**src/rtl/host_byte_framer_if.sv**
```systemverilog
// Bundles the byte-link and 64-bit word-side signals of host_byte_framer.
// The master modport is the framer; the slave modport is the host/core side.
interface host_byte_framer_if #(
    parameter int CMD_W = 16
);
    logic [7:0]       rx_byte;
    logic             rx_valid;
    logic             rx_ready;
    logic [CMD_W-1:0] cmd;
    logic             cmd_hasAny;
    logic             cmd_consume;
    logic [63:0]      in;
    logic             in_isReady;
    logic             in_canReceive;
    logic [63:0]      out;
    logic             out_isReady;
    logic             out_canReceive;
    logic [7:0]       tx_byte;
    logic             tx_valid;
    logic             tx_ready;
    logic             err_badHeader;

    modport master (
        input  rx_byte, rx_valid, cmd_consume, in_canReceive, out, out_isReady, tx_ready,
        output rx_ready, cmd, cmd_hasAny, in, in_isReady, out_canReceive, tx_byte, tx_valid,
               err_badHeader
    );

    modport slave (
        output rx_byte, rx_valid, cmd_consume, in_canReceive, out, out_isReady, tx_ready,
        input  rx_ready, cmd, cmd_hasAny, in, in_isReady, out_canReceive, tx_byte, tx_valid,
               err_badHeader
    );
endinterface

```
**src/rtl/host_byte_framer.sv**
```systemverilog
// Byte-serial host bridge: parses host bytes into command and 64-bit data words,
// and serialises 64-bit result words back into bytes, one register per direction.
module host_byte_framer #(
    parameter int CMD_W     = 16,
    parameter int CMD_BYTES = 2
) (
    input logic                clk,
    input logic                rst,
    host_byte_framer_if.master bus
);
    typedef enum logic [1:0] {S_HDR, S_CMD, S_DATA} rx_state_t;

    rx_state_t   state, state_nx;
    logic        rx_ready;
    logic        rx_fire;
    logic        cmd_done;
    logic        word_done;
    logic [63:0] rx_shift;
    logic [63:0] rx_payload;
    logic [2:0]  byte_cnt;
    logic [7:0]  words_left;
    logic [63:0] tx_shift;
    logic [3:0]  tx_cnt;

    // Header 0x80 stalls only while an unconsumed command is still held.
    always_comb begin
        rx_ready = 1'b0;
        unique case (state)
            S_HDR:   rx_ready = !(bus.rx_byte == 8'h80 && bus.cmd_hasAny && !bus.cmd_consume);
            S_CMD:   rx_ready = 1'b1;
            S_DATA:  rx_ready = !bus.in_isReady || bus.in_canReceive;
            default: rx_ready = 1'b0;
        endcase
        if (!rst) rx_ready = 1'b0;
    end

    assign bus.rx_ready = rx_ready;
    assign rx_fire      = rx_ready && bus.rx_valid;
    assign rx_payload   = {rx_shift[55:0], bus.rx_byte};
    assign cmd_done     = rx_fire && (state == S_CMD) && (byte_cnt == 3'(CMD_BYTES - 1));
    assign word_done    = rx_fire && (state == S_DATA) && (byte_cnt == 3'd7);

    always_ff @(posedge clk or negedge rst) begin
        if (!rst) state <= S_HDR;
        else      state <= state_nx;
    end

    always_comb begin
        state_nx = state;
        if (rx_fire) begin
            unique case (state)
                S_HDR: begin
                    if (!bus.rx_byte[7])           state_nx = S_DATA;
                    else if (bus.rx_byte == 8'h80) state_nx = S_CMD;
                end
                S_CMD:   if (cmd_done) state_nx = S_HDR;
                S_DATA:  if (word_done && words_left == 8'd1) state_nx = S_HDR;
                default: state_nx = S_HDR;
            endcase
        end
    end

    always_ff @(posedge clk or negedge rst) begin
        if (!rst) begin
            rx_shift          <= '0;
            byte_cnt          <= '0;
            words_left        <= '0;
            bus.cmd           <= '0;
            bus.cmd_hasAny    <= 1'b0;
            bus.in            <= '0;
            bus.in_isReady    <= 1'b0;
            bus.err_badHeader <= 1'b0;
        end else begin
            if (rx_fire) begin
                if (state == S_HDR) begin
                    byte_cnt <= '0;
                    if (!bus.rx_byte[7])           words_left <= {1'b0, bus.rx_byte[6:0]} + 8'd1;
                    else if (bus.rx_byte != 8'h80) bus.err_badHeader <= 1'b1;
                end else begin
                    rx_shift <= rx_payload;
                    byte_cnt <= cmd_done ? '0 : byte_cnt + 3'd1;
                end
            end

            if (cmd_done) begin
                bus.cmd        <= rx_payload[CMD_W-1:0];
                bus.cmd_hasAny <= 1'b1;
            end else if (bus.cmd_consume) begin
                bus.cmd_hasAny <= 1'b0;
            end

            // A word completing on the transfer edge wins over the clear.
            if (word_done) begin
                bus.in         <= rx_payload;
                bus.in_isReady <= 1'b1;
                words_left     <= words_left - 8'd1;
            end else if (bus.in_isReady && bus.in_canReceive) begin
                bus.in_isReady <= 1'b0;
            end
        end
    end

    always_ff @(posedge clk or negedge rst) begin
        if (!rst) begin
            tx_shift <= '0;
            tx_cnt   <= '0;
        end else if (tx_cnt == 4'd0) begin
            if (bus.out_isReady) begin
                tx_shift <= bus.out;
                tx_cnt   <= 4'd8;
            end
        end else if (bus.tx_ready) begin
            tx_shift <= {tx_shift[55:0], 8'h00};
            tx_cnt   <= tx_cnt - 4'd1;
        end
    end

    assign bus.tx_byte        = tx_shift[63:56];
    assign bus.tx_valid       = (tx_cnt != 4'd0);
    assign bus.out_canReceive = rst && (tx_cnt == 4'd0);
endmodule

```
**src/flat_wrapper.sv**
```systemverilog
// flat-port wrapper written by rule: the top's interface ports become plain ports
module host_byte_framer_flat 
#(
    parameter int CMD_W     = 16,
    parameter int CMD_BYTES = 2
)
  (clk, rst, bus_rx_byte, bus_rx_valid, bus_cmd_consume, bus_in_canReceive, bus_out, bus_out_isReady, bus_tx_ready, bus_rx_ready, bus_cmd, bus_cmd_hasAny, bus_in, bus_in_isReady, bus_out_canReceive, bus_tx_byte, bus_tx_valid, bus_err_badHeader);
  host_byte_framer_if #(.CMD_W(CMD_W)) bus_i ();
  input logic clk;
  input logic rst;
  input wire logic [$bits(bus_i.rx_byte)-1:0] bus_rx_byte;
  input wire logic [$bits(bus_i.rx_valid)-1:0] bus_rx_valid;
  input wire logic [$bits(bus_i.cmd_consume)-1:0] bus_cmd_consume;
  input wire logic [$bits(bus_i.in_canReceive)-1:0] bus_in_canReceive;
  input wire logic [$bits(bus_i.out)-1:0] bus_out;
  input wire logic [$bits(bus_i.out_isReady)-1:0] bus_out_isReady;
  input wire logic [$bits(bus_i.tx_ready)-1:0] bus_tx_ready;
  output wire logic [$bits(bus_i.rx_ready)-1:0] bus_rx_ready;
  output wire logic [$bits(bus_i.cmd)-1:0] bus_cmd;
  output wire logic [$bits(bus_i.cmd_hasAny)-1:0] bus_cmd_hasAny;
  output wire logic [$bits(bus_i.in)-1:0] bus_in;
  output wire logic [$bits(bus_i.in_isReady)-1:0] bus_in_isReady;
  output wire logic [$bits(bus_i.out_canReceive)-1:0] bus_out_canReceive;
  output wire logic [$bits(bus_i.tx_byte)-1:0] bus_tx_byte;
  output wire logic [$bits(bus_i.tx_valid)-1:0] bus_tx_valid;
  output wire logic [$bits(bus_i.err_badHeader)-1:0] bus_err_badHeader;
  assign bus_i.rx_byte = bus_rx_byte;
  assign bus_i.rx_valid = bus_rx_valid;
  assign bus_i.cmd_consume = bus_cmd_consume;
  assign bus_i.in_canReceive = bus_in_canReceive;
  assign bus_i.out = bus_out;
  assign bus_i.out_isReady = bus_out_isReady;
  assign bus_i.tx_ready = bus_tx_ready;
  assign bus_rx_ready = bus_i.rx_ready;
  assign bus_cmd = bus_i.cmd;
  assign bus_cmd_hasAny = bus_i.cmd_hasAny;
  assign bus_in = bus_i.in;
  assign bus_in_isReady = bus_i.in_isReady;
  assign bus_out_canReceive = bus_i.out_canReceive;
  assign bus_tx_byte = bus_i.tx_byte;
  assign bus_tx_valid = bus_i.tx_valid;
  assign bus_err_badHeader = bus_i.err_badHeader;
  host_byte_framer #(.CMD_W(CMD_W), .CMD_BYTES(CMD_BYTES)) u_core (.clk(clk), .rst(rst), .bus(bus_i));
endmodule
```
**config.mk**
```make
export PLATFORM = sky130hd
export DESIGN_NAME = host_byte_framer_flat
export DESIGN_NICKNAME = d
export VERILOG_FILES = /design/src/rtl/host_byte_framer_if.sv /design/src/rtl/host_byte_framer.sv /design/src/flat_wrapper.sv
export SDC_FILE = /design/constraint.sdc
export NUM_CORES = 1
export LEC_CHECK = 0
export CAP_MARGIN = 20
export CORE_ASPECT_RATIO = 1.2
export CORE_UTILIZATION = 31
export CTS_CLUSTER_SIZE = 8
export DETAILED_ROUTE_END_ITERATION = 6
export PLACE_DENSITY = 0.59
export SLEW_MARGIN = 20
export SYNTH_ARGS = -nofsm -noshare
export SYNTH_HDL_FRONTEND = slang
export SYNTH_SLANG_ARGS = --single-unit
```
**constraint.sdc**
```tcl
create_clock -name clk -period 1.9 [get_ports clk]
set_input_delay 0.38 -clock clk [delete_from_list [all_inputs] [get_ports clk]]
set_output_delay 0.38 -clock clk [all_outputs]
set_load 0.01 [all_outputs]
```
==> impl_metrics.sql, run 1 <==
INSERT INTO impl_metrics (metric_group, metric, value, unit) VALUES
('drt', 'routedWlPerCell', '17.1', 'um'),
('logic_synthesis', 'ys_ff_latch', '220', ''),
('power_and_ir_drop', 'post_route_total_power', '17.7', 'mW'),
('clock_tree', 'worst_skew_pair.late_latency', '550', 'ps'),
('status', 'failed_checks', 'hold timing, setup timing', ''),
('timing', 'postLayoutSetupSlackWorst', '-239', 'ps'),
('logic_synthesis', 'main_combinational_cell_family_by_area_after_synthesis', 'multiplexers', ''),
('clock_tree', 'clock_slew_at_reported_path_ffs', '50', 'ps'),
('placement', 'preCtsSetupSlack', '-580', 'ps'),
('worst_setup_path', 'timing.setup.critical_path_class', 'register to output pin', ''),
('timing', 'total_count_of_max_transition_violations_in_the_final_report', '0', ''),
('logic_synthesis', 'mappedNetlistArea', '9280', 'um2'),
('grt', 'gr-total-overflow', '0', ''),
('worst_setup_path', 'critPathLaunchType', 'register', ''),
('final_layout', 'post-route-cell-area', '13700', 'um2'),
('power_and_ir_drop', 'sequential_fraction_of_design_power', '41.1', '%'),
('timing', 'finalSetupTns', '-5060', 'ps'),
('grt', 'pin_count_of_the_biggest_net_entering_global_routing', '125', ''),
('final_layout', 'layout.nets', '1184', ''),
('logic_synthesis', 'ys_seq_area_share', '59.3', '%'),
('drt', 'drcViolationCount', '0', ''),
('logic_synthesis', 'synth-simple-area-share', '13.5', '%'),
('logic_synthesis', 'synth_nets', '923', ''),
('drt', 'route.top_layer_used', 'met4', ''),
('worst_setup_path', 'timing.critical_path.required', '1520', 'ps'),
('floorplanning', 'floorplan.core_area', '29500', 'um2'),
('grt', 'grtUsageTotal', '15.5', '%'),
('power_and_ir_drop', 'internal-power', '12.3', 'mW'),
('grt', 'first_global_vias', '6828', ''),
('final_layout', 'antenna-diode-count', '0', ''),
('power_and_ir_drop', 'power_frac_clock', '27.3', '%'),
('logic_synthesis', 'yosys.area_share.xor_xnor', '0.472', '%'),
('run', 'drv_cap', '0', ''),
('timing', 'tightestPinTransition', '708', 'ps'),
('drt', 'antenna_left', '0', ''),
('floorplanning', 'design.die.area', '30600', 'um2'),
('power_and_ir_drop', 'p_switching', '5.40', 'mW'),
('floorplanning', 'dieHeight', '191', 'um'),
('floorplanning', 'floorplan.initialDensity', '31.4', '%'),
('power_and_ir_drop', 'power_per_cell_area', '1290', 'nW/um2'),
('status', 'status', 'finished, violations left', ''),
('logic_synthesis', 'async_reset_ff_share', '100', '%'),
('final_layout', 'drive_gt1_share', '28.7', '%'),
('timing', 'setup-violations-final', '59', ''),
('power_and_ir_drop', 'share_comb_of_total_power', '31.6', '%'),
('placement', 'portBuffers', '172', ''),
('worst_setup_path', 'critPathArrivalTime', '1760', 'ps'),
('drt', 'vias_per_cell', '4.69', ''),
('final_layout', 'finalNonFillerCells', '1490', ''),
('placement', 'place_congestion', '0.780', ''),
('floorplanning', 'die_w', '160', 'um'),
('drt', 'drt_first_iter_violations', '357', ''),
('timing', 'fin_crit', '2140', 'ps'),
('timing', 'final_hold_viol_count', '25', ''),
('power_and_ir_drop', 'vdd_drop_max', '786', 'uV'),
('power_and_ir_drop', 'power_switching_share', '30.5', '%'),
('logic_synthesis', 'area_fraction_in_compound_gates_after_synthesis', '6.50', '%'),
('timing', 'hold_worst_slack', '-54.4', 'ps'),
('clock_tree', 'clock-sinks', '220', ''),
('placement', 'dpl_cell_area', '11900', 'um2'),
('placement', 'place.detailed.hpwl', '16100', 'um'),
('clock_tree', 'cts_htree_levels', '1', ''),
('drt', 'route.vias.total', '6988', ''),
('clock_tree', 'cts_made_buffers', '31', ''),
('logic_synthesis', 'synthesis.instances', '837', ''),
('final_layout', 'area_growth', '48.2', '%'),
('worst_setup_path', 'path_max_fanout', '3', ''),
('clock_tree', 'ctsRootBufferMaster', 'clkbuf_16', ''),
('final_layout', 'utilization', '46.6', '%'),
('timing', 'grt_setup_unrepaired', 'yes', ''),
('grt', 'grt_first_pass_wirelength', '37400', 'um');
[logic make-up (layout without fill, tap and decap cells)]
logic type	count (synthesis)	count (layout)
mux	132	132
flops	220	220
simple gates	306	306
xor+xnor	5	5
fa+ha+maj	7	7
compound gates	99	99
buf+inv	68	331
[per-layer routing]
metal / vias up / global-route usage [%]
met1: 3435 / 20.3
met4: 0 / 4.03
met2: 194 / 25.3
met5: - / 0
met3: 38 / 4.01
li1: 3321 / -
[registers in the layout, summed over array words and instances, names as in the netlist]
signal and count:
u_core.bus.in 64, u_core.tx_shift 64, u_core.rx_shift 56, u_core.bus.cmd 16, u_core.words_left 8, u_core.tx_cnt 4, u_core.byte_cnt 3, u_core.state 2
u_core.bus.cmd_hasAny 1, u_core.bus.err_badHeader 1, u_core.bus.in_isReady 1
[path summary, 6_finish.rpt]
kind	startpoint	end	slack, ps	depth (start not counted)
worst max-delay path	u_core.bus.cmd_hasAny	bus_rx_ready	-240	4
worst min-delay path	rst	u_core.state[0]	-50	2
worst max register to register	u_core.tx_cnt[1]	u_core.tx_shift[48]	-160	10
worst min register to register	u_core.rx_shift[55]	u_core.bus.in[63]	460	2
max in group asynchronous	rst	u_core.tx_shift[24]	790	3
min in group clk	rst	u_core.state[1]	400	5
[power by group through the flow]
| stage | registers (mW) | logic, mW | clock network [mW] |
|---|---|---|---|
| CTS | 7.21 | 4.53 | 4.98 |
| finish | 7.28 | 5.59 | 4.83 |
| global placement | 7.25 | 4.38 | 0 |
| global route | 7.48 | 6.07 | 5.15 |
| detailed placement | 7.26 | 4.47 | 0 |
| floorplan | 7.09 | 2.47 | 0 |
[placed cells by master (no fill, tap or decap), drive strengths merged, types with 2 or more instances in the layout]
cell / n
a21oi: 3
a221o: 2
a221oi: 2
a22o: 10
and2: 4
and3: 3
buf: 102
clkbuf: 47
clkdlybuf4s50: 144
dfrtp: 220
dlygate4sd2: 9
dlymetal6s2s: 15
ha: 7
inv: 13
mux2: 71
mux2i: 61
nand2: 255
nand2b: 2
nand3: 8
nand4: 4
nor2: 11
nor2b: 5
nor3: 4
nor4b: 2
o211a: 2
o21a: 2
o21ai: 66
or3: 3
xnor2: 2
xor2: 3
[synthesized netlist by cell type, drive strengths merged (3+ instances only)]
library cell,n,area share (%)
nand3,8,0.43
nor3,4,0.22
ha,7,0.94
mux2,71,8.6
nor2b,5,0.36
clkbuf,15,0.61
nand2,255,10
nand4,4,0.27
mux2i,61,6.6
inv,12,0.49
buf,41,2.9
xor2,3,0.28
o21ai,66,3.6
a22o,10,0.94
a21oi,3,0.16
or3,3,0.20
nor2,11,0.45
dfrtp,220,59
and3,3,0.20
and2,4,0.27
[critical path, stage by stage, from the launching register on]
cell	delay (ps)
dfrtp_1	390
nand2b_4	80
or3_4	330
o211a_1	250
buf_2	150
[repair_timing]
| action | 4_1_cts | 5_1_grt |
|---|---|---|
| gates resized for setup | 27 | 152 |
| endpoints found under the hold margin | 44 | 0 |
| buffers inserted | 5 | 19 |
| hold buffers | 1 | 0 |
| endpoints found under the setup margin | 15 | 112 |
| pin swaps | 4 | 64 |
| cloned | 0 | 16 |
[cell type report]
type / count / area (um2)
inverter: 12 / 45.0
fill: 2749 / 15800
clock buffer: 34 / 797
timing repair buffer: 284 / 3110
tap: 390 / 488
clock inverter: 1 / 20.0
multi-input combinational: 549 / 3780
sequential: 220 / 5510
Power figures use the tool's default switching activity.
==> run 2, diff against run 1 <==
--- a/config.mk
+++ b/config.mk
@@ -5,6 +5,7 @@
 export SDC_FILE = /design/constraint.sdc
 export NUM_CORES = 1
 export LEC_CHECK = 0
+export ABC_AREA = 1
 export CAP_MARGIN = 20
 export CORE_ASPECT_RATIO = 1.2
 export CORE_UTILIZATION = 31
==> run 2 against run 1 <==
  * The run ends with setup timing left
  * Sequential power decreased by 3%
  * Clock-buffer cell count stayed put
  * Sequential share of layout area increased by 3.6 points
  * Maximum frequency increased by 9.2%
  * Non-clock buffer count decreased by 42
  * Die area shrank 1.3%
==> impl_metrics.sql, run 2 <==
INSERT INTO impl_metrics (metric_group, metric, value, unit) VALUES
('status', 'failed_checks', 'setup timing', ''),
('final_layout', 'mostFrequentLayoutCells', 'nand2_1 (338), dfrtp_1 (220), clkdlybuf4s50_1 (156), o21ai_1 (76), inv_1 (71)', ''),
('placement', 'place.detailed.hpwl', '16800', 'um'),
('worst_setup_path', 'crit_path_end_kind', 'output pin', ''),
('logic_synthesis', 'synth-edff-count', '0', ''),
('drt', 'drt_first_iter_violations', '409', ''),
('clock_tree', 'cts_htree_levels', '1', ''),
('placement', 'preCtsSetupSlack', '-570', 'ps'),
('grt', 'first_global_vias', '7307', ''),
('drt', 'route.vias.total', '7398', ''),
('grt', 'grtUsageTotal', '15.9', '%'),
('run', 'drv_cap', '0', ''),
('worst_setup_path', 'crit_top_cell', 'buf_6', ''),
('worst_setup_path', 'timing.setup.critical_path_class', 'register to output pin', ''),
('logic_synthesis', 'dominantRegCellSynth', 'dfrtp_1', ''),
('logic_synthesis', 'yosysTopAreaCell', 'dfrtp_1', ''),
('timing', 'finalSetupTns', '-82.9', 'ps'),
('worst_setup_path', 'timing.critical_path.required', '1520', 'ps'),
('timing', 'setup-violations-final', '2', ''),
('floorplanning', 'design.die.area', '30200', 'um2'),
('grt', 'pin_count_of_the_biggest_net_entering_global_routing', '138', ''),
('drt', 'detail_route.wirelength', '23900', 'um'),
('drt', 'vias_per_cell', '4.54', ''),
('clock_tree', 'clock_slew_at_reported_path_ffs', '50', 'ps'),
('worst_setup_path', 'worstRegToRegCells', '11', ''),
('drt', 'drt-pass1-iter-count', '4', ''),
('grt', 'grt_antenna_before_repair', '0', ''),
('logic_synthesis', 'synth_top_cells_by_count', 'nand2_1 (343), dfrtp_1 (220), inv_1 (76), o21ai_1 (76), nor2_1 (74)', ''),
('timing', 'achievable-frequency', '0.510', 'GHz'),
('clock_tree', 'cts_buffer_depth', '3', ''),
('floorplanning', 'die_w', '159', 'um'),
('grt', 'grt_first_pass_wirelength', '38800', 'um'),
('timing', 'total_count_of_max_transition_violations_in_the_final_report', '0', ''),
('drt', 'drcViolationCount', '0', ''),
('timing', 'clock_skew', '17.4', 'ps'),
('worst_hold_path', 'min_path_cells', '4', ''),
('timing', 'final_hold_viol_count', '0', ''),
('logic_synthesis', 'synthesis.instances', '1033', ''),
('timing', 'final_min_period_over_clock_period', '103', '%'),
('logic_synthesis', 'yosysTopAreaCellShare', '60.1', '%'),
('worst_setup_path', 'critPathLaunchType', 'register', ''),
('worst_setup_path', 'setup.reg_to_reg.worst_slack', '120', 'ps'),
('logic_synthesis', 'ys_seq_area_share', '60.1', '%'),
('clock_tree', 'cts_made_buffers', '31', ''),
('placement', 'place_congestion', '0.824', ''),
('drt', 'route.top_layer_used', 'met4', ''),
('logic_synthesis', 'synthDistinctLibCells', '27', ''),
('power_and_ir_drop', 'power_per_cell_area', '1370', 'nW/um2'),
('power_and_ir_drop', 'post_route_total_power', '17.4', 'mW'),
('floorplanning', 'fp-row-count', '68', ''),
('final_layout', 'layout.nets', '1329', ''),
('drt', 'met3RoutedLength', '1190', 'um'),
('worst_setup_path', 'critPathArrivalTime', '1580', 'ps'),
('floorplanning', 'dieHeight', '190', 'um'),
('clock_tree', 'ctsRootBufferMaster', 'clkbuf_16', ''),
('worst_setup_path', 'worst_path_largest_cell_delay', '390', 'ps'),
('drt', 'routedLengthMet1', '10600', 'um'),
('drt', 'antenna_left', '0', ''),
('worst_setup_path', 'timing.critical_path.slowest_stage_cell', 'dfrtp_1', ''),
('drt', 'wl_met2', '11700', 'um'),
('floorplanning', 'ios', '173', ''),
('timing', 'fin_crit', '1960', 'ps'),
('worst_hold_path', 'hold_path.class', 'input port to register', ''),
('clock_tree', 'worst_skew_pair.late_latency', '540', 'ps'),
('final_layout', 'utilization', '43.7', '%'),
('worst_setup_path', 'crit_chain', 'nor2_2, nand2_2, nor2_4, inv_4, buf_6, buf_6', ''),
('final_layout', 'drive_gt1_share', '10.8', '%'),
('logic_synthesis', 'largest_cells_by_area_after_synthesis', 'dfrtp_1 (60%), nand2_1 (14%), o21ai_1 (4.2%)', ''),
('worst_setup_path', 'path_max_fanout', '3', ''),
('floorplanning', 'floorplan.core_area', '28900', 'um2'),
('timing', 'hold_worst_slack', '329', 'ps'),
('grt', 'gr-total-overflow', '0', ''),
('timing', 'worst_slew_margin_rel', '46.4', '%'),
('worst_hold_path', 'worstHoldStart', 'bus_rx_byte[0]', ''),
('logic_synthesis', 'most_frequent_cell_after_synthesis', 'nand2_1', ''),
('logic_synthesis', 'async_reset_ff_share', '100', '%'),
('logic_synthesis', 'synthesis_warnings', '0', ''),
('clock_tree', 'tritoncts_clock_tree', 'yes', ''),
('worst_hold_path', 'whs_endpoint', 'u_core.words_left[0]', ''),
('status', 'status', 'finished, violations left', ''),
('power_and_ir_drop', 'p_leak', '5.95', 'nW'),
('final_layout', 'top_regs', 'u_core.bus.in (64), u_core.tx_shift (64), u_core.rx_shift (56)', ''),
('final_layout', 'antenna-diode-count', '0', ''),
('final_layout', 'mostFrequentLayoutCell', 'nand2_1', ''),
('logic_synthesis', 'mappedNetlistArea', '9160', 'um2'),
('timing', 'grt_setup_unrepaired', 'yes', ''),
('logic_synthesis', 'synthesis.area_per_instance', '8.86', 'um2'),
('placement', 'portBuffers', '172', ''),
('timing', 'postLayoutSetupSlackWorst', '-59.1', 'ps'),
('drt', 'routedWlPerCell', '14.6', 'um'),
('logic_synthesis', 'synth_nets', '1119', ''),
('worst_setup_path', 'worstReg2RegEnd', 'u_core.tx_shift[57]', ''),
('logic_synthesis', 'ys_ff_latch', '220', ''),
('power_and_ir_drop', 'vdd_drop_max', '594', 'uV'),
('floorplanning', 'floorplan.initialDensity', '31.7', '%'),
('worst_setup_path', 'critical_path.reg2reg.startpoint', 'u_core.tx_cnt[1]', ''),
('final_layout', 'area_growth', '37.9', '%'),
('timing', 'tightestPinTransition', '803', 'ps'),
('clock_tree', 'clock-sinks', '220', '');
-- run 2: cell count changes after synthesis, moves of 32 or more --
cell     before  now
a31oi_1       1   56
inv_1        12   76
mux2_2       67    0
mux2i_1      61    0
nand2_1     255  343
nor2_1       11   74
o21ai_0      30   62
o21ai_1      36   76
-- run 2: cells by family (layout without fill, tap and decap cells) --
| kind of cell | Yosys count | count (layout) | synth area share (%) |
|---|---|---|---|
| buf+inv | 145 | 357 | 6.86 |
| compound gates | 200 | 200 | 11.8 |
| flops | 220 | 220 | 60.1 |
| xor+xnor | 10 | 10 | 0.956 |
| fa+ha+maj | 7 | 7 | 0.956 |
| simple gates | 451 | 451 | 19.3 |
-- run 2: power by group --
part / leakage [nW] / switching (mW) / total, mW / internal [mW]
Combinational: 2.71 / 3.11 / 5.51 / 2.40
Sequential: 2.84 / 0.881 / 7.09 / 6.21
Clock: 0.396 / 1.88 / 4.77 / 2.89
-- run 2: worst max path at each step --
stage	cells after the start	to	slack, ps	start
3_5_place_dp	9	bus_rx_ready	-570	bus_rx_byte[0]
2_1_floorplan	12	u_core.bus.in[10]	230	bus_rx_byte[0]
4_1_cts	6	bus_tx_valid	-130	u_core.tx_cnt[0]
3_3_place_gp	9	bus_rx_ready	-560	bus_rx_byte[0]
6_report	6	bus_tx_valid	-60	u_core.tx_cnt[1]
5_1_grt	6	bus_tx_valid	-160	u_core.tx_cnt[1]
-- run 2: critical path, delay by kind of cell (launching register included) --
| kind | cells | cell delay, ps |
|---|---|---|
| AND/OR/NAND/NOR | 3 | 360 |
| flip-flops | 1 | 390 |
| buffers and inverters | 3 | 290 |
-- run 2: metal layers --
layer  GRT usage (%)  up-vias
met5               0        -
met4            4.59        0
met3            2.94       28
met2            27.3      202
met1            20.5     3453
li1                -     3715
-- run 2: repair_timing --
| item | 4_1_cts | 5_1_grt |
|---|---|---|
| buffers inserted | 4 | 0 |
| hold buffers | 1 | 0 |
| gates cloned | 0 | 2 |
| endpoints found under the hold margin | 8 | 0 |
| resized for setup | 26 | 23 |
| endpoints found under the setup margin | 12 | 84 |
| pin swaps | 6 | 5 |
-- run 2: final cells by class --
cell class / instances / area (um2)
timing repair buffer: 242 / 2440
multi-input combinational: 668 / 3090
sequential: 220 / 5510
clock buffer: 34 / 797
clock inverter: 1 / 8.76
inverter: 80 / 303
fill: 2869 / 16300
tap: 385 / 482
-- run 2: per-stage QoR --
step	std cells	cell area [um2]
floorplan	1033	9160
detailed placement	1588	11600
finish	1630	12600
CTS	1628	12500
global placement	1588	11600
global route	1630	12600
